$ cat src/rtl/demux_router.sv
`default_nettype none
// ============================================================================
// Module      : demux_router
// Description : Packet-level 1-to-2 stream demultiplexer. The destination
//               (A or B) is taken from in_sel on the first beat of a packet
//               and held until the packet's last beat is accepted. Each
//               output port has a one-entry output register and a packet
//               counter that steps when a last beat is accepted for it.
// Ports       : clk, rst               - clock, synchronous active-high reset
//               in_valid/ready/data/sel/last - input stream
//               a_valid/ready/data/last      - output stream A
//               b_valid/ready/data/last      - output stream B
//               cnt_a, cnt_b                 - completed-packet counters
// Revision    : 1.0 - initial release
// ============================================================================
module demux_router #(
    parameter int WIDTH = 8,
    parameter int CNT_W = 8
) (
    input  logic             clk,
    input  logic             rst,
    input  logic             in_valid,
    output logic             in_ready,
    input  logic [WIDTH-1:0] in_data,
    input  logic             in_sel,
    input  logic             in_last,
    output logic             a_valid,
    input  logic             a_ready,
    output logic [WIDTH-1:0] a_data,
    output logic             a_last,
    output logic             b_valid,
    input  logic             b_ready,
    output logic [WIDTH-1:0] b_data,
    output logic             b_last,
    output logic [CNT_W-1:0] cnt_a,
    output logic [CNT_W-1:0] cnt_b
);

    typedef enum logic [1:0] {
        ST_IDLE    = 2'd0,
        ST_ROUTE_A = 2'd1,
        ST_ROUTE_B = 2'd2
    } state_t;

    state_t           r_state;
    state_t           w_state_nxt;

    logic             r_a_valid;
    logic [WIDTH-1:0] r_a_data;
    logic             r_a_last;
    logic             r_b_valid;
    logic [WIDTH-1:0] r_b_data;
    logic             r_b_last;
    logic [CNT_W-1:0] r_cnt_a;
    logic [CNT_W-1:0] r_cnt_b;

    logic             w_target_b;
    logic             w_in_ready;
    logic             w_in_xfer;
    logic             w_load_a;
    logic             w_load_b;

    // Destination: live in_sel only between packets, otherwise locked.
    always_comb begin
        w_target_b = 1'b0;
        case (r_state)
            ST_IDLE:    w_target_b = in_sel;
            ST_ROUTE_A: w_target_b = 1'b0;
            ST_ROUTE_B: w_target_b = 1'b1;
            default:    w_target_b = 1'b0;
        endcase
    end

    // Ready looks only at the target port so an idle-side stall never
    // blocks traffic headed to the other port.
    assign w_in_ready = w_target_b ? (!r_b_valid || b_ready)
                                   : (!r_a_valid || a_ready);
    assign w_in_xfer  = in_valid && w_in_ready;
    assign w_load_a   = w_in_xfer && !w_target_b;
    assign w_load_b   = w_in_xfer &&  w_target_b;

    always_comb begin
        w_state_nxt = r_state;
        case (r_state)
            ST_IDLE: begin
                if (w_in_xfer && !in_last) begin
                    w_state_nxt = in_sel ? ST_ROUTE_B : ST_ROUTE_A;
                end
            end
            ST_ROUTE_A, ST_ROUTE_B: begin
                if (w_in_xfer && in_last) begin
                    w_state_nxt = ST_IDLE;
                end
            end
            default: w_state_nxt = ST_IDLE;
        endcase
    end

    always_ff @(posedge clk) begin
        if (rst) begin
            r_state <= ST_IDLE;
        end else begin
            r_state <= w_state_nxt;
        end
    end

    // Port A output register: a load wins over a drain in the same cycle.
    always_ff @(posedge clk) begin
        if (rst) begin
            r_a_valid <= 1'b0;
            r_a_data  <= '0;
            r_a_last  <= 1'b0;
        end else if (w_load_a) begin
            r_a_valid <= 1'b1;
            r_a_data  <= in_data;
            r_a_last  <= in_last;
        end else if (r_a_valid && a_ready) begin
            r_a_valid <= 1'b0;
        end
    end

    // Port B output register.
    always_ff @(posedge clk) begin
        if (rst) begin
            r_b_valid <= 1'b0;
            r_b_data  <= '0;
            r_b_last  <= 1'b0;
        end else if (w_load_b) begin
            r_b_valid <= 1'b1;
            r_b_data  <= in_data;
            r_b_last  <= in_last;
        end else if (r_b_valid && b_ready) begin
            r_b_valid <= 1'b0;
        end
    end

    // Counters step when the last beat enters the block, wrapping naturally.
    always_ff @(posedge clk) begin
        if (rst) begin
            r_cnt_a <= '0;
            r_cnt_b <= '0;
        end else begin
            if (w_load_a && in_last) begin
                r_cnt_a <= r_cnt_a + 1'b1;
            end
            if (w_load_b && in_last) begin
                r_cnt_b <= r_cnt_b + 1'b1;
            end
        end
    end

    assign in_ready = w_in_ready;
    assign a_valid  = r_a_valid;
    assign a_data   = r_a_data;
    assign a_last   = r_a_last;
    assign b_valid  = r_b_valid;
    assign b_data   = r_b_data;
    assign b_last   = r_b_last;
    assign cnt_a    = r_cnt_a;
    assign cnt_b    = r_cnt_b;

endmodule
`default_nettype wire
$ cat config.mk
export PLATFORM = sky130hd
export DESIGN_NAME = demux_router
export DESIGN_NICKNAME = d
export VERILOG_FILES = /design/src/rtl/demux_router.sv
export SDC_FILE = /design/constraint.sdc
export NUM_CORES = 1
export LEC_CHECK = 0
export ABC_CLOCK_PERIOD_IN_PS = 4800
export CORE_ASPECT_RATIO = 0.9
export CORE_MARGIN = 5
export CORE_UTILIZATION = 48
export DETAILED_ROUTE_END_ITERATION = 8
export PLACE_DENSITY = 0.84
export SETUP_SLACK_MARGIN = 0.3
export SLEW_MARGIN = 20
export SYNTH_ARGS = -nofsm -noshare
export SYNTH_HDL_FRONTEND = slang
export SYNTH_SLANG_ARGS = --single-unit
$ cat constraint.sdc
create_clock -name clk -period 4.8 [get_ports clk]
set_input_delay 0.72 -clock clk [delete_from_list [all_inputs] [get_ports clk]]
set_output_delay 0.72 -clock clk [all_outputs]
set_load 0.05 [all_outputs]
==> qor.csv, run 1 <==
metric,value,unit
status,"complete, no violations",
Post-synth top flop,dfxtp_1,
Syn Inst Count,189,
layout cells sized above 1,5.81,%
pin count of the biggest net entering global routing,40,
drt wl/cell,12.6,um
syn nets,208,
starting density of the core,50.5,%
worst-margin pin slew,0.527,ns
post-route clock skew,0.00688,ns
Rows,19,
Synth Area per Inst,8.33,um^2
Leakage,0.757,nW
Achievable Freq,318,MHz
First-pass DRT Iterations,4,
die area,4530,um^2
CTS tree,built,
Mapped Area,1570,um^2
Crit Path Class,input pin to primary output,
Syn-to-layout area delta,40.1,%
routability cong.,0.809,
chip height,64.3,um
number of global-route vias before repair,1236,
Residual DRC,0,
clock buffer depth,2,
Max transition margin,64.8,%
Final Hold Fails,0,
chip width,70.4,um
Total Negative Setup Slacks,0,ns
DRT iter0 DRCs,178,
WL final,3550,um
first-pass GRT wire length,5800,um
"Seq/Total Area, Yosys",48.3,%
CTS clock-pin slew for the worst setup and hold paths,0.07,ns
# IOs,52,
insertion delay to the later sink of the worst-skew pair,0.29,ns
fin. max-slew vios,0,
worst path required time,4.08,ns
worst vdd ir,0.222,mV
Async SR Flop Fraction,0,%
Tot Pwr,0.713,mW
Hold Path Class,flip-flop to flip-flop,
total congestion overflow,0,
DP Worst Slack,1.66,ns
Reg area,761,um^2
antenna violations before repair,0,
Cell variety after synth,27,
total CTS buffers,5,
post-route ant nets,0,
# Post-CTS Setup Buffers,0,
Worst Setup Start Kind,input pin,
Via density,4.98,
number of flops mapped to enable cells by yosys,0,
H-tree levels,2,
Yosys warning total,0,
synthesized flop and latch total,38,
Final Cycle Share,65.6,%
critical path arrival,2.43,ns
DP Wirelength,2550,um
final setup vio count,0,
Antenna Cells,0,
max cap viols,0,
Core ar.,3110,um^2
total number of vias,1410,
total clock sinks,38,
total track usage,16.1,%
Critical Path Fanout Max,4,
setup ws final,1.65,ns
footprint of the multi-input gates,756,um^2
power per cell area,324,nW/um^2
I/O Buffers,51,
RSZ-0062 raised after global routing,no,
Root Driver,clkbuf_8,
fin nets,259,
Worst setup EP type,primary output,
Tmin final,3.15,ns
Fill cells,247,
CTS Hold Bufs,0,
Post-CTS Resized,0,
## critical path, cell delays in order
cell and delay, ns:
clkdlybuf4s50_1 0.49, a21oi_2 0.26, nor2_1 0.07, nor2_1 0.08, clkdlybuf4s50_1 0.80
## registers in the layout, summed over array words and instances, names as in the netlist
| register | flops |
|---|---|
| a_data | 8 |
| b_data | 8 |
| cnt_a | 8 |
| cnt_b | 8 |
| r_state | 2 |
| a_last | 1 |
| a_valid | 1 |
| b_last | 1 |
| b_valid | 1 |
## logic make-up (layout without fill, tap and decap cells)
| family | Yosys count | count (layout) | synth area share, % |
|---|---|---|---|
| AND/OR/NAND/NOR | 87 | 87 | 26.5 |
| AO/OA/AOI/OAI | 35 | 35 | 12.2 |
| flip-flops | 38 | 38 | 48.3 |
| XOR/XNOR | 11 | 11 | 6.12 |
| adder cells (fa/ha/maj) | 4 | 4 | 3.18 |
| buffers and inverters | 14 | 66 | 3.66 |
## worst paths after layout
check	slack [ns]	startpoint	endpoint	cells after the start
worst max-delay path	1.65	in_sel	in_ready	5
worst min-delay path	0.45	a_data[3]$_SDFFE_PP0P_	a_data[3]$_SDFFE_PP0P_	2
worst max register to register	2.64	r_state[1]$_SDFFE_PP0P_	r_state[1]$_SDFFE_PP0P_	7
worst min register to register	0.45	a_data[3]$_SDFFE_PP0P_	a_data[3]$_SDFFE_PP0P_	2
## cell usage in the layout, fill, tap and decap left out, types with 2 or more instances in the layout
master           count
and3_1               2
o21ai_0              4
xnor2_1              7
clkbuf_8             6
inv_1                6
nand3_1              9
xor2_1               4
nand2b_1             2
dfxtp_1             38
ha_1                 4
nor2_1              15
a21oi_1             26
clkdlybuf4s50_1     51
nand3b_1             2
or3_1                3
o22ai_1              2
nor3_1               6
nand2_1             42
## Yosys cell counts (2+ instances only)
library cell / instances / area (um^2)
xnor2_1: 7 / 61.3
clkbuf_1: 4 / 15.0
a21oi_1: 26 / 130
buf_2: 4 / 20.0
or3_1: 3 / 18.8
o22ai_1: 2 / 12.5
nand2_1: 42 / 158
inv_1: 6 / 22.5
nand2b_1: 2 / 12.5
ha_1: 4 / 50.1
and3_1: 2 / 12.5
xor2_1: 4 / 35.0
nor3_1: 6 / 30.0
nand3_1: 9 / 45.0
o21ai_0: 4 / 20.0
nor2_1: 15 / 56.3
nand3b_1: 2 / 15.0
dfxtp_1: 38 / 761
## stage by stage
stage	hold WS (ns)	utilization, %	cell area (um^2)	cells
6_report	0.455	70.8	2200	283
5_1_grt	0.481	70.8	2200	283
3_5_place_dp	0.447	67.7	2110	275
3_3_place_gp	0.441	67.7	2110	275
4_1_cts	0.457	70.8	2200	283
2_1_floorplan	0.463	-	1570	189
## cell type report
cell class              count  area share [%]
inverters                   6            1.02
clock inverters             2           0.568
well taps                  42            2.38
flip-flops and latches     38            34.5
repair buffers             52            23.5
clock buffers               6            3.75
multi-input cells         137            34.3
## layer usage
| layer | GRT usage [%] | up-vias | part of all wire [%] |
|---|---|---|---|
| li1 | - | 735 | - |
| met1 | 19.8 | 633 | 46 |
| met2 | 26.2 | 34 | 46 |
| met4 | 5.02 | 0 | 1.4 |
| met3 | 5.96 | 8 | 5.8 |
| met5 | 0 | - | 0 |
## report_power, final
part | internal, mW | switching (mW)
logic | 0.0518 | 0.0978
registers | 0.330 | 0.00858
clock network | 0.115 | 0.110
No activity file was read; power rests on OpenSTA's default activity.
==> inputs of run 2 (changes only) <==
ABC_CLOCK_PERIOD_IN_PS = 2700   (was 4800)
CORE_UTILIZATION = 40   (was 48)
PLACE_DENSITY = 0.75   (was 0.84)
clock period = 2.7 ns   (was 4.8 ns; I/O delays follow)
==> run 2 against run 1 <==
Wire length rose by 8.2%. Clock-buffer cell count shrank 1. Clock skew increased by 0.0036 ns. Sequential share of layout area decreased by 0.56 points. Sequential cell count stayed put. Combinational power increased by 81%. Setup slack got worse by 0.94 ns. Register-to-register slack worse by 1.7 ns. Final area is 1.6% higher. First-iteration DRC count decreased by 67%. Hold slack gained 0.0020 ns. Critical path type is now flip-flop to primary output. Highest routed layer unchanged.
==> qor.csv, run 2 (same netlist as run 1, synthesis figures left out) <==
metric,value,unit
CTS tree,built,
Core ar.,3760,um^2
worst vdd ir,0.250,mV
cell count of the worst hold path,2,
Post-CTS Resized,0,
Max transition margin,65.2,%
Final Hold Fails,0,
Int Pwr,0.957,mW
Tmin final,1.99,ns
crit path cell chain,clkdlybuf4s50_1,
status,"complete, no violations",
antenna violations before repair,0,
worst-case hold path end point,a_data[4]$_SDFFE_PP0P_,
Worst Setup Start Kind,flip-flop,
power per cell area,607,nW/um^2
"most common cell after layout, fill and taps aside",clkdlybuf4s50_1,
RR Startpoint,r_state[1]$_SDFFE_PP0P_,
most frequent cells in the layout,"clkdlybuf4s50_1 (50), nand2_1 (42), dfxtp_1 (38)",
fin. max-slew vios,0,
Achievable Freq,504,MHz
Worst Min Path Start,a_data[4]$_SDFFE_PP0P_,
DRT iter0 DRCs,59,
Crit Path Class,flip-flop to primary output,
switching pwr,0.402,mW
buffers and inverters on the worst path,1,
Critical Path Fanout Max,7,
Worst Reg-to-Reg Cells,7,
critical path arrival,1.58,ns
total CTS buffers,5,
final core occ,59.6,%
chip height,69.5,um
First-pass DRT Iterations,4,
post-route ant nets,0,
total track usage,15.1,%
design area,2240,um^2
Worst setup EP type,primary output,
Post-DP Area,2130,um^2
total congestion overflow,0,
switching fraction of total power,29.6,%
insertion delay to the later sink of the worst-skew pair,0.30,ns
total clock sinks,38,
"slowest stage delay, CP",0.85,ns
DP Wirelength,2820,um
Total Negative Setup Slacks,0,ns
first-pass GRT wire length,6550,um
Syn-to-layout area delta,42.4,%
Worst R2R End,r_state[1]$_SDFFE_PP0P_,
Hold Path Class,flip-flop to flip-flop,
die area,5290,um^2
worst-margin pin slew,0.521,ns
RSZ-0062 raised after global routing,no,
Antenna Cells,0,
sequential power share,44.3,%
Final Cycle Share,73.6,%
worst path required time,2.30,ns
total number of vias,1457,
crit path from,cnt_a[2]$_SDFFE_PP0P_,
fin nets,261,
clock buffer depth,2,
I/O Buffers,51,
routability cong.,0.770,
layout cells sized above 1,7.00,%
Via density,5.04,
Rows,21,
Root Driver,clkbuf_8,
Post-Place Cells,281,
Residual DRC,0,
final setup vio count,0,
CTS clock-pin slew for the worst setup and hold paths,0.08,ns
Clk pwr share,35.8,%
WL final,3850,um
H-tree levels,2,
max cap viols,0,
Leakage,0.771,nW
post-route clock skew,0.0104,ns
# Post-CTS Setup Buffers,0,
CTS Hold Bufs,0,
starting density of the core,41.9,%
CP top delay family,buffers and inverters,
Gate power share,19.9,%
drt wl/cell,13.3,um
worst reg-to-reg setup slack,0.90,ns
# IOs,52,
pin count of the biggest net entering global routing,39,
chip width,76.1,um
number of global-route vias before repair,1385,
CP max-delay cell,clkdlybuf4s50_1,
non-filler instance count after layout,289,
## run 2: cell count changes in the layout (fill, tap and decap cells not counted), sizes merged
cell,change
buf,+3
clkinv,-1
clkdlybuf4s50,-1
bufinv,+1
clkinvlp,+1
clkbuf,-1
## run 2: final cells by class
class | instances | area, um^2
clock buffer | 5 | 68.8
clock inverter | 3 | 45.0
fill | 346 | 1520
inverter | 6 | 22.5
multi-input combinational | 137 | 756
sequential | 38 | 761
tap | 46 | 57.6
timing repair buffer | 54 | 531
## run 2: stage by stage
step	hold WS, ns	worst slack [ns]	total power, mW
3_5_place_dp	0.448	0.627	0.887
5_1_grt	0.485	0.625	1.42
2_1_floorplan	0.463	0.800	0.790
4_1_cts	0.459	0.700	1.37
6_report	0.457	0.714	1.36
3_3_place_gp	0.442	0.671	0.883
## run 2: worst max path at each step
stage | endpoint | cells after the start
floorplan | in_ready | 5
global placement | r_state[1]$_SDFFE_PP0P_ | 7
global route | in_ready | 6
finish | cnt_a[2] | 1
CTS | cnt_a[2] | 1
detailed placement | r_state[1]$_SDFFE_PP0P_ | 6
## run 2: power by group through the flow
stage	registers [mW]	clock network [mW]	logic [mW]
5_1_grt	0.606	0.521	0.290
2_1_floorplan	0.695	0	0.0941
4_1_cts	0.602	0.492	0.273
3_3_place_gp	0.614	0	0.269
3_5_place_dp	0.615	0	0.272
6_report	0.602	0.487	0.271
## run 2: metal layers
layer | global-route usage, % | part of all wire [%] | up-vias
met5 | 0 | 0 | -
li1 | - | - | 735
met3 | 5.71 | 6.4 | 6
met2 | 25.3 | 50 | 37
met1 | 17.7 | 42 | 679
met4 | 5.24 | 1.4 | 0
